===== src/rtl/median_feeder.sv =====
// Initiator for the MEDIAN DI/DSI -> DO/DSO interface: buffers one window from a
// valid/ready source, replays it as a gap-free DSI burst, and returns the result downstream.
module median_feeder #(
    parameter int unsigned WIDTH   = 8,
    parameter int unsigned N       = 9,
    parameter int unsigned TIMEOUT = 64
) (
    input  logic             CLK,
    input  logic             nRST,
    input  logic [WIDTH-1:0] IN_DATA,
    input  logic             IN_VALID,
    output logic             IN_READY,
    output logic [WIDTH-1:0] DI,
    output logic             DSI,
    input  logic [WIDTH-1:0] DO,
    input  logic             DSO,
    output logic [WIDTH-1:0] RES,
    output logic             OUT_VALID,
    input  logic             OUT_READY,
    output logic             ERR
);
    localparam int unsigned   CW       = (N > 1) ? $clog2(N) : 1;
    localparam int unsigned   TW       = $clog2(TIMEOUT);
    localparam logic [CW-1:0] CNT_LAST = CW'(N - 1);
    localparam logic [TW-1:0] TMO_LAST = TW'(TIMEOUT - 1);

    typedef enum logic [1:0] {LOAD, SEND, WAIT, HOLD} state_t;

    state_t           state, state_nxt;
    logic [CW-1:0]    cnt, cnt_nxt;
    logic [TW-1:0]    tmo, tmo_nxt;
    logic [WIDTH-1:0] samples [N];
    logic [WIDTH-1:0] di_nxt, res_nxt;
    logic             dsi_nxt, ov_nxt, err_nxt;
    logic             in_xfer;

    assign IN_READY = (state == LOAD);
    assign in_xfer  = IN_VALID && IN_READY;

    // Sample storage needs no reset: a reset always restarts collection at index 0.
    always_ff @(posedge CLK) begin
        if (in_xfer) samples[cnt] <= IN_DATA;
    end

    always_comb begin
        state_nxt = state;
        cnt_nxt   = cnt;
        tmo_nxt   = tmo;
        di_nxt    = '0;
        dsi_nxt   = 1'b0;
        res_nxt   = RES;
        ov_nxt    = OUT_VALID;
        err_nxt   = 1'b0;
        case (state)
            LOAD: begin
                if (in_xfer) begin
                    if (cnt == CNT_LAST) begin
                        // DI/DSI are registered, so the first beat is launched on the last load edge.
                        cnt_nxt   = '0;
                        state_nxt = SEND;
                        dsi_nxt   = 1'b1;
                        di_nxt    = (N == 1) ? IN_DATA : samples[0];
                    end else begin
                        cnt_nxt = cnt + CW'(1);
                    end
                end
            end
            SEND: begin
                if (cnt == CNT_LAST) begin
                    cnt_nxt   = '0;
                    tmo_nxt   = '0;
                    state_nxt = WAIT;
                end else begin
                    cnt_nxt = cnt + CW'(1);
                    dsi_nxt = 1'b1;
                    di_nxt  = samples[cnt_nxt];
                end
            end
            WAIT: begin
                if (DSO) begin
                    res_nxt   = DO;
                    ov_nxt    = 1'b1;
                    state_nxt = HOLD;
                end else if (tmo == TMO_LAST) begin
                    err_nxt   = 1'b1;
                    state_nxt = LOAD;
                end else begin
                    tmo_nxt = tmo + TW'(1);
                end
            end
            HOLD: begin
                if (OUT_READY) begin
                    ov_nxt    = 1'b0;
                    state_nxt = LOAD;
                end
            end
            default: state_nxt = LOAD;
        endcase
    end

    always_ff @(posedge CLK or negedge nRST) begin
        if (!nRST) begin
            state     <= LOAD;
            cnt       <= '0;
            tmo       <= '0;
            DI        <= '0;
            DSI       <= 1'b0;
            RES       <= '0;
            OUT_VALID <= 1'b0;
            ERR       <= 1'b0;
        end else begin
            state     <= state_nxt;
            cnt       <= cnt_nxt;
            tmo       <= tmo_nxt;
            DI        <= di_nxt;
            DSI       <= dsi_nxt;
            RES       <= res_nxt;
            OUT_VALID <= ov_nxt;
            ERR       <= err_nxt;
        end
    end
endmodule


===== config.mk =====
export PLATFORM = sky130hd
export DESIGN_NAME = median_feeder
export DESIGN_NICKNAME = d
export VERILOG_FILES = /design/src/rtl/median_feeder.sv
export SDC_FILE = /design/constraint.sdc
export NUM_CORES = 1
export LEC_CHECK = 0
export ABC_CLOCK_PERIOD_IN_PS = 3000
export CAP_MARGIN = 10
export CORE_AREA = 2 2 95 97
export CTS_CLUSTER_DIAMETER = 150
export CTS_CLUSTER_SIZE = 24
export DETAILED_ROUTE_END_ITERATION = 8
export DIE_AREA = 0 0 97 99
export PLACE_DENSITY = 0.7
export SYNTH_ARGS = -nofsm -noshare
export SYNTH_HDL_FRONTEND = slang
export SYNTH_SLANG_ARGS = --single-unit

===== constraint.sdc =====
create_clock -name CLK -period 3 [get_ports CLK]
set_clock_uncertainty 0.1 [all_clocks]
set_input_delay 0.3 -clock CLK [delete_from_list [all_inputs] [get_ports CLK]]
set_output_delay 0.3 -clock CLK [all_outputs]
set_load 0.005 [all_outputs]

# Word-level counts from Yosys, hierarchy flattened
# Memory sizes are Yosys's and may differ from the RTL's.
# Index checks and enable logic that the tools add are counted.
# totals
regBits	31
elab_cells	64
input_bits	21
n_memories	1
out_inout_bits	20
mem_bits_rw	72
# op_classes
reduce_logical	10
add_sub_neg	2
mux	30
n_eq_ne	13
# memory_table
name	words	word_bits	read_ports	rd_clocked_by_memory_dff	wr	line_no	source
samples	9	8	2	0	1	32	logic [WIDTH-1:0] samples [N];
# op_table
operator	n
2-to-1 mux 8 bit	3
2-to-1 mux 6 bit	3
one-hot mux 8 bit (2 select lines)	1
2-to-1 mux 2 bit	6
one-hot mux 6 bit (2 select lines)	1
2-to-1 mux 1 bit	10
inequality test 2 bit, second input constant	5
2-to-1 mux 4 bit	2
one-hot mux 2 bit (4 select lines)	1
one-hot mux 4 bit (2 select lines)	1
adder 6 x 1 -> 6 bit, second input constant	1
== test 6 bit, second input constant	1
nonzero test 2 bit	3
AND reduction 5 bit	1
adder 4 x 1 -> 4 bit, second input constant	1
== test 2 bit, second input constant	2
== test 4 bit, second input constant	1
inequality test 2 x 1 -> 1 bit, second input constant	2
one-hot mux 1 bit (2 select lines)	2
AND reduction 2 bit	2
AND reduction 4 bit	1
inequality test 3 bit, second input constant	1
AND reduction 3 bit	1
== test 2 x 1 -> 1 bit, second input constant	1
2 further kinds	2

# Depth between registers and ports, before layout
# Gate-level depths: netlist of run 1.
# depth
ltp_word	4
mapped_depth	8
depth_no_buf	6

# Worst setup path before layout of run 1
# OpenSTA, ideal clock, no wires.
# synth_timing
path_kind	reg2reg
startpoint	register cnt[0]
endpoint	register DI[0]
stages_incl_launch_ff	9
setup_slack_ns	0.925
setup_time_ns	0.067
period_less_slack_ns	2.075
arrival_time_ns	1.907
required_time_ns	2.833
n_path_buf	2
path_cell_list	dfrtp_1 > buf_6 > buf_6 > inv_1 > ha_1 > inv_2 > mux4_1 > nor2_1 > a221o_1
# synth_between
elab_chain_cells	4
elab_cells_between_ends	7
cone_classes	1 x add/sub; 1 x eq/ne; 4 x mux; 1 x memory
# synth_lines
element	line_no	source
from (decl)	30	logic [CW-1:0] cnt, cnt_nxt;
from (signal assigned)	113	cnt <= cnt_nxt;
adder 4 x 1 -> 4 bit / == test 4 bit (equally long branches)	74, 57, 69	
memory read (9 x 8 bit) / 2-to-1 mux 8 bit (equally long branches)	n/a	
2-to-1 mux 8 bit (on tied branches)	69, 56	
one-hot mux 8 bit (2 select lines) *	54	case (state)
named net di_nxt[0]	33	logic [WIDTH-1:0] di_nxt, res_nxt;
to (signal assigned)	115	DI <= di_nxt;
to (decl)	13	output logic [WIDTH-1:0] DI,
# Mark *: on every way through the listed nets, which the timed path passes. The rest lies on a longest branch.
# A chain may end at the register's enable or synchronous reset.

# Final worst setup path of run 1
# layout_timing
startpoint	register cnt[1]
endpoint	memory samples[8][4], enable pin
# layout_rtl
element	line_no
to (decl)	32
# No word-level cell before the write port.

==> flow_summary.yaml, run 1 <==
placement:
  port_buffers: 40
  place_inst: 408
  placed_cell_area_um2: 4780
  gp_congestion: 0.860
  dp_hpwl_um: 5710
  place_ws_ps: 769
setup_path:
  r2r-start: "cnt[1]"
  crit_fanout: 16
  r2r_slack_ps: 770
  arrival_ps: 2110
  path_class: "flop to flop"
  start_kind: "flop"
  required_ps: 2880
  r2r_end: "samples[8][4]"
  endpoint_kind: "flop"
  worstRegToRegCells: 4
timing:
  setup_tns_ps: 0
  min_period_ps: 2230
  fmaxAchievable_mhz: 449
  grt_setup_unrepaired: "no"
  slew_headroom_pct: 47.9
  setup_violations: 0
  post-route-period-util_pct: 74.3
  drv_slew: 0
  worstMarginPinSlew_ps: 781
  setup_slack_ps: 772
  timing.final.hold_violations: 0
global_routing:
  grt_max_degree: 22
  grtUsageTotal_pct: 18.1
  antenna_found_initial: 0
  grt_pass1_wl_um: 13000
  gr-total-overflow: 0
  first_global_vias: 2371
clock_tree:
  cts.sinks: 103
  cts_resized: 0
  cts_buffer_depth: 2
  cts_hold_buf: 0
  cts_made_buffers: 9
  path_clk_slew_ps: 100
  post_cts_buffers: 0
  cts_tree: "yes"
  clockRootBuffer: "clkbuf_8"
  htree_num_levels: 3
  clk_latency_ps: 360
logic_synthesis:
  async_reset_ff_share_pct: 30.1
  postSynthCellCount: 265
  yosys_register_bits: 103
  ys_top_cells_by_area: "edfxtp_1, dfrtp_1, mux2i_1"
  synth_area_per_cell_um2: 16.3
  ys.warnings.count: 0
  synth_area_um2: 4320
  synth_edf_count: 72
  ys_types: 43
  syn_nets: 291
  synth.top_cell.area_share_pct: 50.1
  synth-main-ff-cell: "edfxtp_1"
  ys_seq_area_share_pct: 68.1
  synth_top_area_cell: "edfxtp_1"
floorplanning:
  die_w_um: 97
  initial_utilization_pct: 50.5
  dieArea_um2: 9600
  io_pins: 41
  num_rows: 34
  core_um2: 8550
  die_y_um: 99
detailed_routing:
  wl_per_cell_um: 19.4
  drt_iter0_drc: 107
  ant_nets: 0
  firstDrtPassIters: 5
  drcViolationCount: 0
  drt_wl_total_um: 8240
  vias_per_cell: 5.49
  vias: 2328
run:
  drv_cap: 0
layout:
  nets: 337
  final_layout_size_suffix_gt1_share_pct: 12.0
  area_growth_pct: 15.2
  fin_cells: 424
  n_antenna_cell: 0
  fin_area_um2: 4970
power:
  power.leakage_nw: 1.85
  peakVddDrop_mv: 0.353
  powerDensity_nw_per_um2: 863
min_path:
  worstHoldPathType: "primary input to async pin"
run_status:
  outcome: "finished clean"
## cells by family (layout without fill, tap and decap cells)
group | count (synthesis) | count (layout) | share of synthesized area, %
AOI/OAI and AO/OA | 30 | 30 | 5.10
xor gates and xnor gates | 3 | 3 | 0.783
adders and majority gates | 5 | 5 | 1.45
buffers and inverters | 14 | 65 | 2.81
DFF | 103 | 103 | 68.1
muxes | 50 | 50 | 14.5
and+or+nand+nor | 60 | 60 | 7.28
## layout by cell type (no fill, tap or decap), types with 2 or more instances in the layout
master,n
edfxtp_1,72
a21o_1,2
nor3b_1,2
nor3_1,4
inv_1,4
clkinv_4,2
mux2_2,9
clkdlybuf4s50_1,40
mux4_2,4
nor2_1,17
and2_1,9
mux2i_1,33
nor2b_1,2
clkbuf_1,2
o21ai_0,5
buf_4,4
mux4_1,4
ha_1,5
nand3_1,5
a21oi_1,5
xor2_1,2
nand2_1,10
clkbuf_8,9
dfrtp_1,30
a221o_1,9
o21ai_1,2
or3_1,2
## report_power, final
| group | switching (W) | leakage, nW | internal, W | total, W |
|---|---|---|---|---|
| Combinational | 0.000726 | 0.718 | 0.000826 | 0.00155 |
| Sequential | 0.000158 | 1.04 | 0.00173 | 0.00189 |
| Clock | 0.000457 | 0.0912 | 0.000387 | 0.000844 |
## stage by stage
| step | power (W) | util [%] | hold WS, ps |
|---|---|---|---|
| global placement | 0.00347 | 55.9 | 361 |
| finish | 0.00429 | 58.1 | 189 |
| global route | 0.00455 | 58.1 | 202 |
| floorplan | 0.00308 | - | -95.6 |
| detailed placement | 0.00349 | 55.9 | 370 |
| CTS | 0.00433 | 58.1 | 198 |
## critical path: stages, from the launching register on
cell and delay, ps:
dfrtp_1 470, inv_1 140, ha_1 240, nand3b_1 220
nor2_2 690
## how the worst max path moves through the flow
stage	from	end	slack (ps)	cells after the start
3_5_place_dp	IN_VALID	samples[1][3]	770	4
5_1_grt	cnt[0]	DI[4]	570	6
4_1_cts	cnt[0]	DI[6]	770	6
6_report	cnt[1]	samples[8][4]	770	4
2_1_floorplan	cnt[0]	DI[0]	930	8
3_3_place_gp	IN_VALID	samples[1][3]	750	4
## sequential cells by signal, indices dropped and copies added, names as in the netlist
signal,flops
samples,72
DI,8
RES,8
tmo,6
cnt,4
state,2
DSI,1
ERR,1
OUT_VALID,1
## layout make-up
class,instances,area (um^2)
Fill cell,682,3580
Sequential cell,103,2940
Multi-Input combinational cell,148,1260
Timing Repair Buffer,44,430
Tap cell,108,135
Clock buffer,11,131
Clock inverter,5,58.8
Inverter,5,18.8
## cells in the mapped netlist, types with 5 or more instances
master	instances
edfxtp_1	72
mux2i_1	33
dfrtp_1	31
nor2_1	17
nand2_1	10
a221o_1	9
and2_1	9
mux2_2	9
a21oi_1	5
ha_1	5
nand3_1	5
o21ai_0	5
## routing by layer
layer  wire length [um]  track usage (%)  up-vias
met5                  0                0        -
met4                186             8.78        0
met3                473             3.97       17
met2               3900             28.0       71
met1               3680             24.6     1135
li1                   -                -     1105
(Power assumes the default switching activity.)
==> run 2, diff against run 1 <==
--- a/config.mk
+++ b/config.mk
@@ -5,7 +5,7 @@
 export SDC_FILE = /design/constraint.sdc
 export NUM_CORES = 1
 export LEC_CHECK = 0
-export ABC_CLOCK_PERIOD_IN_PS = 3000
+export ABC_CLOCK_PERIOD_IN_PS = 2050
 export CAP_MARGIN = 10
 export CORE_AREA = 2 2 95 97
 export CTS_CLUSTER_DIAMETER = 150
==> constraint.sdc (replaced) <==
create_clock -name CLK -period 2.05 [get_ports CLK]
set_clock_uncertainty 0.1 [all_clocks]
set_input_delay 0.205 -clock CLK [delete_from_list [all_inputs] [get_ports CLK]]
set_output_delay 0.205 -clock CLK [all_outputs]
set_load 0.005 [all_outputs]
==> run 2 against run 1 <==
  * Fmax increased by 13%
  * First-iteration DRC count increased by 8.4%
  * Sequential power increased by 46%
  * Non-clock buffer count increased by 17
  * Combinational power increased by 55%
  * Highest routed layer unchanged
  * Sequential share of layout area decreased by 1.8 points
  * Global-route usage decreased by 0.37 points
  * Largest cell class unchanged
  * Via count increased by 1.8%
  * Cell count increased by 4.0%
==> flow_summary.yaml, run 2 (synthesized netlist as in run 1, its figures left out) <==
run_status:
  outcome: "finished clean"
clock_tree:
  cts_made_buffers: 9
  path_clk_slew_ps: 100
  cts_buffer_depth: 2
  clk_latency_ps: 360
  clockRootBuffer: "clkbuf_8"
  cts_tree: "yes"
  htree_num_levels: 3
  cts.sinks: 103
layout:
  final_core_util_pct: 60.0
  fill_cells: 652
  n_antenna_cell: 0
  nets: 354
  layout_common_cells: "edfxtp_1, clkdlybuf4s50_1, mux2i_1"
  largest_register_ff_count: 72
  final_common_cell: "edfxtp_1"
  fin_area_um2: 5130
  top_regs: "samples x72, DI x8, RES x8"
  final_layout_size_suffix_gt1_share_pct: 17.7
  area_growth_pct: 18.8
  largest-register: "samples"
global_routing:
  first_global_vias: 2400
  grt_max_degree: 26
  use_met1_pct: 24.4
  grtUsageTotal_pct: 17.7
  antenna_found_initial: 0
  gr-total-overflow: 0
  grt.met2_usage_pct: 27.5
  grt_pass1_wl_um: 12900
  top_usage_layer: "met2"
  use_met3_pct: 3.76
timing:
  fmaxAchievable_mhz: 508
  whs_ps: 83.9
  post-route-period-util_pct: 96.0
  worstMarginPinSlew_ps: 538
  timing.final.hold_violations: 0
  grt_setup_unrepaired: "no"
  drv_slew: 0
  setup_tns_ps: 0
  slew_headroom_pct: 64.1
  setup_violations: 0
  min_period_ps: 1970
power:
  p_int_w: 0.00443
  peakVddDrop_mv: 0.605
  swShare_pct: 31.1
  powerDensity_nw_per_um2: 1250
  comb_power_share_pct: 37.5
  power_switching_w: 0.00200
  clkPwrFrac_pct: 19.7
  power.leakage_nw: 1.95
  seq_power_share_pct: 42.8
setup_path:
  arrival_ps: 2120
  start_kind: "flop"
  endpoint_kind: "flop"
  r2r_end: "DI[5]"
  crit_fanout: 8
  path_class: "flop to flop"
  required_ps: 2200
  r2r-start: "cnt[0]"
  r2r_slack_ps: 80
  worstRegToRegCells: 5
detailed_routing:
  vias_per_cell: 5.37
  ant_nets: 0
  wl_per_cell_um: 18.1
  vias: 2370
  drt_wl_total_um: 7970
  firstDrtPassIters: 4
  drcViolationCount: 0
  drt_iter0_drc: 116
placement:
  dp_hpwl_um: 5850
  gp_congestion: 0.795
  placed_cell_area_um2: 4900
  port_buffers: 40
floorplanning:
  initial_utilization_pct: 50.5
  die_y_um: 99
  dieArea_um2: 9600
  die_w_um: 97
  io_pins: 41
  num_rows: 34
  core_um2: 8550
min_path:
  worstHoldPathType: "primary input to async pin"
run:
  drv_cap: 0
-- run 2: critical path, cell delays in order, from the launching register on --
cell	delay [ps]
dfrtp_2	460
ha_1	260
xor2_2	420
mux4_2	290
nor2_1	50
a221o_1	270
-- run 2: power groups by stage --
stage	clock, W	sequential (W)	combinational, W
2_1_floorplan	0	0.00273	0.00179
3_3_place_gp	0	0.00278	0.00233
3_5_place_dp	0	0.00280	0.00238
4_1_cts	0.00130	0.00275	0.00239
5_1_grt	0.00139	0.00279	0.00262
6_report	0.00127	0.00275	0.00241
-- run 2: how the worst max path moves through the flow --
stage                   from             to  cells past startpoint
floorplan             cnt[0]          DI[0]                      8
detailed placement  IN_VALID  samples[0][4]                      4
global placement    IN_VALID  samples[0][7]                      4
CTS                   cnt[1]          DI[5]                      5
finish                cnt[0]          DI[5]                      5
global route          cnt[0]          DI[6]                      6
-- run 2: layout make-up --
cell class	instances	area (um^2)	share of cell area, %
Clock buffer	9	124	2.42
Clock inverter	7	80.1	1.56
Inverter	5	21.3	0.415
Multi-Input combinational cell	148	1260	24.7
Sequential cell	103	2940	57.3
Tap cell	108	135	2.64
Timing Repair Buffer	61	562	11.0
-- run 2: metrics by stage --
stage | setup slack, ps | power [W] | std cells
6_report | 81.6 | 0.00643 | 441
3_5_place_dp | -20.7 | 0.00518 | 424
5_1_grt | 7.31 | 0.00681 | 441
4_1_cts | 32.0 | 0.00644 | 440
2_1_floorplan | 5.58 | 0.00452 | 265
3_3_place_gp | 19.2 | 0.00511 | 424
-- run 2: metal layers --
layer  part of all wire [%]  vias to the layer above  wire [um]
met1                     48                     1160       3810
met4                    2.3                        0        185
met3                    3.9                       12        310
met5                      0                        -          0
met2                     46                       58       3670
li1                       -                     1140          -
-- run 2: repair_timing --
item / 4_1_cts / 5_1_grt
resized for setup: 0 / 3
buffers inserted: 0 / 1
setup endpoints to repair: 0 / 8
hold buffers: 0 / 0
